**config.mk**
```make
export PLATFORM = sky130hd
export DESIGN_NAME = mem_access_stage
export DESIGN_NICKNAME = d
export VERILOG_FILES = /design/src/rtl/mem_access_stage.sv
export SDC_FILE = /design/constraint.sdc
export NUM_CORES = 1
export LEC_CHECK = 0
export ABC_CLOCK_PERIOD_IN_PS = 3300
export CORE_ASPECT_RATIO = 1.1
export CORE_MARGIN = 8
export CORE_UTILIZATION = 49
export CTS_BUF_LIST = sky130_fd_sc_hd__clkbuf_8
export CTS_CLUSTER_DIAMETER = 120
export DETAILED_ROUTE_END_ITERATION = 7
export PLACE_DENSITY = 0.95
export SYNTH_ARGS = -nofsm -noshare
export SYNTH_HDL_FRONTEND = slang
export SYNTH_SLANG_ARGS = --single-unit
```
**constraint.sdc**
```tcl
create_clock -name clk -period 3.3 [get_ports clk]
set_input_delay 0.66 -clock clk [delete_from_list [all_inputs] [get_ports clk]]
set_output_delay 0.66 -clock clk [all_outputs]
set_load 0.02 [all_outputs]
```
**src/rtl/mem_access_stage.sv**
```systemverilog
// Memory-access stage: takes valE/valA from execute, runs one req/ack RAM access, returns valM/valE/dstE to writeback.
// Latency: 1 cycle from accept to out_valid for non-memory ops; 2+N for accesses (N = cycles from ram_req rise to ram_ack).
// Backpressure: in_ready only in IDLE; the result is held stable in HOLD until out_ready; a stuck access aborts after TIMEOUT cycles.
//
// Ports:
//   clk, rst_n                     clock, asynchronous active-low reset
//   in_valid/in_ready              upstream handshake; in_mem_rd, in_mem_wr, in_valE, in_valA, in_dstE
//   out_valid/out_ready            downstream handshake; out_valE, out_valM, out_dstE, out_err
//   ram_req/ram_ack                RAM handshake; ram_we, ram_addr, ram_wdata, ram_rdata
module mem_access_stage #(
  parameter int DATA_W  = 8,
  parameter int ADDR_W  = 8,
  parameter int TIMEOUT = 16
) (
  input  logic              clk,
  input  logic              rst_n,
  input  logic              in_valid,
  output logic              in_ready,
  input  logic              in_mem_rd,
  input  logic              in_mem_wr,
  input  logic [DATA_W-1:0] in_valE,
  input  logic [DATA_W-1:0] in_valA,
  input  logic [3:0]        in_dstE,
  output logic              out_valid,
  input  logic              out_ready,
  output logic [DATA_W-1:0] out_valE,
  output logic [DATA_W-1:0] out_valM,
  output logic [3:0]        out_dstE,
  output logic              out_err,
  output logic              ram_req,
  output logic              ram_we,
  output logic [ADDR_W-1:0] ram_addr,
  output logic [DATA_W-1:0] ram_wdata,
  input  logic [DATA_W-1:0] ram_rdata,
  input  logic              ram_ack
);

  localparam int CNT_W = (TIMEOUT > 2) ? $clog2(TIMEOUT) : 1;
  localparam logic [CNT_W-1:0] CNT_LAST = CNT_W'(TIMEOUT - 1);

  typedef enum logic [1:0] {
    IDLE = 2'd0,
    REQ  = 2'd1,
    HOLD = 2'd2
  } state_t;

  state_t            state_q, state_d;
  logic [CNT_W-1:0]  cnt_q, cnt_d;
  logic              rd_q, rd_d;
  logic [DATA_W-1:0] vale_q, vale_d;
  logic [DATA_W-1:0] valm_q, valm_d;
  logic [3:0]        dste_q, dste_d;
  logic              err_q, err_d;
  logic              req_q, req_d;
  logic              we_q, we_d;
  logic [ADDR_W-1:0] addr_q, addr_d;
  logic [DATA_W-1:0] wdata_q, wdata_d;

  assign in_ready  = (state_q == IDLE);
  assign out_valid = (state_q == HOLD);
  assign out_valE  = vale_q;
  assign out_valM  = valm_q;
  assign out_dstE  = dste_q;
  assign out_err   = err_q;
  assign ram_req   = req_q;
  assign ram_we    = we_q;
  assign ram_addr  = addr_q;
  assign ram_wdata = wdata_q;

  always_ff @(posedge clk or negedge rst_n) begin
    if (!rst_n) begin
      state_q <= IDLE;
      cnt_q   <= '0;
      rd_q    <= 1'b0;
      vale_q  <= '0;
      valm_q  <= '0;
      dste_q  <= '0;
      err_q   <= 1'b0;
      req_q   <= 1'b0;
      we_q    <= 1'b0;
      addr_q  <= '0;
      wdata_q <= '0;
    end else begin
      state_q <= state_d;
      cnt_q   <= cnt_d;
      rd_q    <= rd_d;
      vale_q  <= vale_d;
      valm_q  <= valm_d;
      dste_q  <= dste_d;
      err_q   <= err_d;
      req_q   <= req_d;
      we_q    <= we_d;
      addr_q  <= addr_d;
      wdata_q <= wdata_d;
    end
  end

  always_comb begin
    state_d = state_q;
    cnt_d   = cnt_q;
    rd_d    = rd_q;
    vale_d  = vale_q;
    valm_d  = valm_q;
    dste_d  = dste_q;
    err_d   = err_q;
    req_d   = req_q;
    we_d    = we_q;
    addr_d  = addr_q;
    wdata_d = wdata_q;

    unique case (state_q)
      IDLE: begin
        if (in_valid) begin
          vale_d = in_valE;
          dste_d = in_dstE;
          rd_d   = in_mem_rd;
          valm_d = '0;
          err_d  = 1'b0;
          cnt_d  = '0;
          if (in_mem_rd && in_mem_wr) begin
            // Conflicting request: report it without touching the RAM.
            err_d   = 1'b1;
            state_d = HOLD;
          end else if (in_mem_rd || in_mem_wr) begin
            req_d   = 1'b1;
            we_d    = in_mem_wr;
            addr_d  = in_valE[ADDR_W-1:0];
            wdata_d = in_valA;
            state_d = REQ;
          end else begin
            state_d = HOLD;
          end
        end
      end

      REQ: begin
        // Ack is checked first so an ack on the final allowed cycle still completes.
        if (ram_ack) begin
          valm_d  = rd_q ? ram_rdata : '0;
          req_d   = 1'b0;
          we_d    = 1'b0;
          state_d = HOLD;
        end else if (cnt_q == CNT_LAST) begin
          valm_d  = '0;
          err_d   = 1'b1;
          req_d   = 1'b0;
          we_d    = 1'b0;
          state_d = HOLD;
        end else begin
          cnt_d = cnt_q + CNT_W'(1);
        end
      end

      HOLD: begin
        if (out_ready) begin
          state_d = IDLE;
        end
      end

      default: begin
        state_d = IDLE;
        req_d   = 1'b0;
        we_d    = 1'b0;
      end
    endcase
  end

endmodule

```
==> flow_metrics.tcl <==
set metrics [dict create \
    drv_slew 0 \
    cts_buffers 5 \
    reg2regPathDepth 3 \
    fmax_mhz 396 \
    pwr-share-seq_pct 37.5 \
    slew_headroom_pct 34.1 \
    cap_violations 0 \
    nNetsFinal 293 \
    endpoint_kind "flip-flop" \
    hold_violations 0 \
    routed_wl_um 4980 \
    setup_viol 0 \
    yosysSeqAreaShare_pct 58.0 \
    synth_nets 218 \
    rsz0062_at_grt "no" \
    p_switching_mw 0.932 \
    antenna_found_initial 0 \
    skew_ns 0.00486 \
    synth-edff-count 0 \
    finalWorstSetupSlack_ns 0.776 \
    ys.flop_type "dfrtp_1" \
    met1Wirelength_um 2060 \
    utilization_pct 72.0 \
    hpwl_um 3640 \
    p_sw_share_pct 37.2 \
    die_w_um 76.7 \
    clk_latency_ns 0.30 \
    fin_tns_setup_ns 0 \
    root_buffer "clkbuf_8" \
    htree_levels 2 \
    required_ns 3.49 \
    run_status "complete, no violations" \
    placementRows 24 \
    hp-class "reg -> reg" \
    synthArstFlopShare_pct 100 \
    area.growth.synth_to_final_pct 42.7 \
    initial_core_util_pct 50.5 \
    cp.arrival_ns 2.71 \
    start_kind "input pin" \
    firstDrtPassIters 4 \
    dieArea_um2 6350 \
    placement.io_buffers 75 \
    crit_end "ram_addr[4]" \
    met3WireLength_um 233 \
    layout_min_cycle_time_ns 2.52 \
    ios 76 \
    numClockSinks 46 \
    grt_pass1_vias 1683 \
    path_max_fanout 16 \
    cts_setup_buffers 0 \
    avgSynthCellArea_um2 11.0 \
    p_leak_nw 1.29 \
    power.internal_mw 1.57 \
    routed-wl-met2_um 2560 \
    netlist_instances 180 \
    r2r-end "ram_addr[4]" \
    grt_pass1_wl_um 8190 \
    n_antenna_cell 0 \
    drive_above_1_share_pct 11.3 \
    comb_power_share_pct 48.3 \
    cts_hold_buffers 0 \
    ir_drop_mv 0.469 \
    yosys_warnings 0 \
    clk_pin_slew_ns 0.08 \
    cts-resized-gates 0 \
    gp_congestion 0.752 \
    powerDensity_nw_per_um2 884 \
    viasPerCell 5.04 \
    dp_slack_ns 0.463 \
    routedWlPerCell_um 16.2 \
    syn-cell-area_um2 1990 \
    grt_usage_pct 16.2 \
    overflow 0 \
    synth_cell_types 28 \
    dr.max_layer_used "met4" \
    clockBufferDepth 2 \
    worstMarginPinSlew_ns 0.989 \
    die_y_um 82.8 \
    whs_path_depth 2 \
    dr.first_iter.drc_count 62 \
    crit_start "in_valid" \
    clockPowerShare_pct 14.2 \
    drc 0 \
    grt_max_degree 47 \
    vias 1552 \
    path_class "in -> reg" \
    cts_tree "built" \
    design.core.area_um2 3930 \
    r2r_slack_ns 1.11 \
    ant_nets 0 \
    r2r_start "state_q[0]" \
    post-route-period-util_pct 76.5 \
    yosys_register_bits 46 \
]
-- state kept, by name, summed over array words and instances, names as in the netlist, 2 cells and up --
| name | flops |
|---|---|
| out_valE | 8 |
| ram_addr | 8 |
| ram_wdata | 8 |
| out_valM | 8 |
| state_q | 2 |
| cnt_q | 4 |
| out_dstE | 4 |
-- cell families after synthesis --
kind of cell | share of synthesized area (%)
multiplexers | 12.5
AO/OA/AOI/OAI | 6.36
adder cells (fa/ha/maj) | 1.89
buffers and inverters | 5.92
AND/OR/NAND/NOR | 15.4
flip-flops | 58.0
-- critical path, cell delays in order --
cell,delay [ns]
clkdlybuf4s50_1,0.56
or3b_1,0.38
or3_1,0.68
mux2_4,0.43
-- synth_stat cells (2+ instances only) --
library cell	count	area, um2
o21ai_0	16	80.1
buf_6	3	33.8
nor2_1	3	11.3
ha_1	3	37.5
nand2b_1	2	12.5
mux2_4	10	150
nor3b_1	2	15.0
clkbuf_1	4	15.0
a21oi_1	2	10.0
nand2_1	50	188
nand3_1	5	25.0
inv_1	12	45.0
dfrtp_1	46	1150
mux2_2	6	67.6
mux2i_1	3	30.0
-- worst min-delay path by stage --
stage                     start          end  slack (ns)
finish              out_valE[7]  out_valE[7]        0.48
floorplan                 rst_n     cnt_q[0]        0.36
CTS                 out_dstE[0]  out_dstE[0]        0.48
global placement    out_valE[1]  out_valE[1]        0.46
detailed placement  out_dstE[0]  out_dstE[0]        0.46
global route        out_valE[2]  out_valE[2]        0.52
-- metrics by stage --
step           instance area (um2)  instances  hold slack (ns)  power [mW]
2_1_floorplan                 1990        180            0.364        1.58
3_3_place_gp                  2740        300            0.458        2.13
3_5_place_dp                  2740        300            0.462        2.17
4_1_cts                       2830        308            0.483        2.54
5_1_grt                       2830        308            0.515        2.66
6_report                      2830        308            0.480        2.50
-- power by group through the flow --
stage	Clock, mW	Sequential, mW	Combinational (mW)
after CTS	0.370	0.941	1.23
after global routing	0.390	0.973	1.30
after detailed placement	0	0.945	1.22
after global placement	0	0.935	1.19
after floorplan	0	1.17	0.413
final	0.354	0.940	1.21
-- cell usage in the layout, fill, tap and decap left out, drive strengths merged, types with 2 or more instances in the layout --
cell type       n
a21oi           2
buf             3
clkbuf          6
clkdlybuf4s50  74
dfrtp          46
ha              3
inv            12
mux2           16
mux2i           3
nand2          50
nand2b          2
nand3           5
nor2            3
nor3b           2
o21ai          16
or3b            2
-- layout make-up --
cell class / count / area, um2
inverters: 12 / 45.0
multi-input cells: 113 / 717
repair buffers: 77 / 761
well taps: 52 / 65.1
clock buffers: 6 / 82.6
clock inverters: 2 / 12.5
flip-flops and latches: 46 / 1150
fillers: 271 / 1100
-- layer usage --
metal / up-vias / GRT usage [%]
li1: 741 / -
met1: 754 / 18.8
met2: 49 / 27.7
met3: 8 / 4.55
met4: 0 / 7.31
met5: - / 0
(Power assumes the default switching activity.)
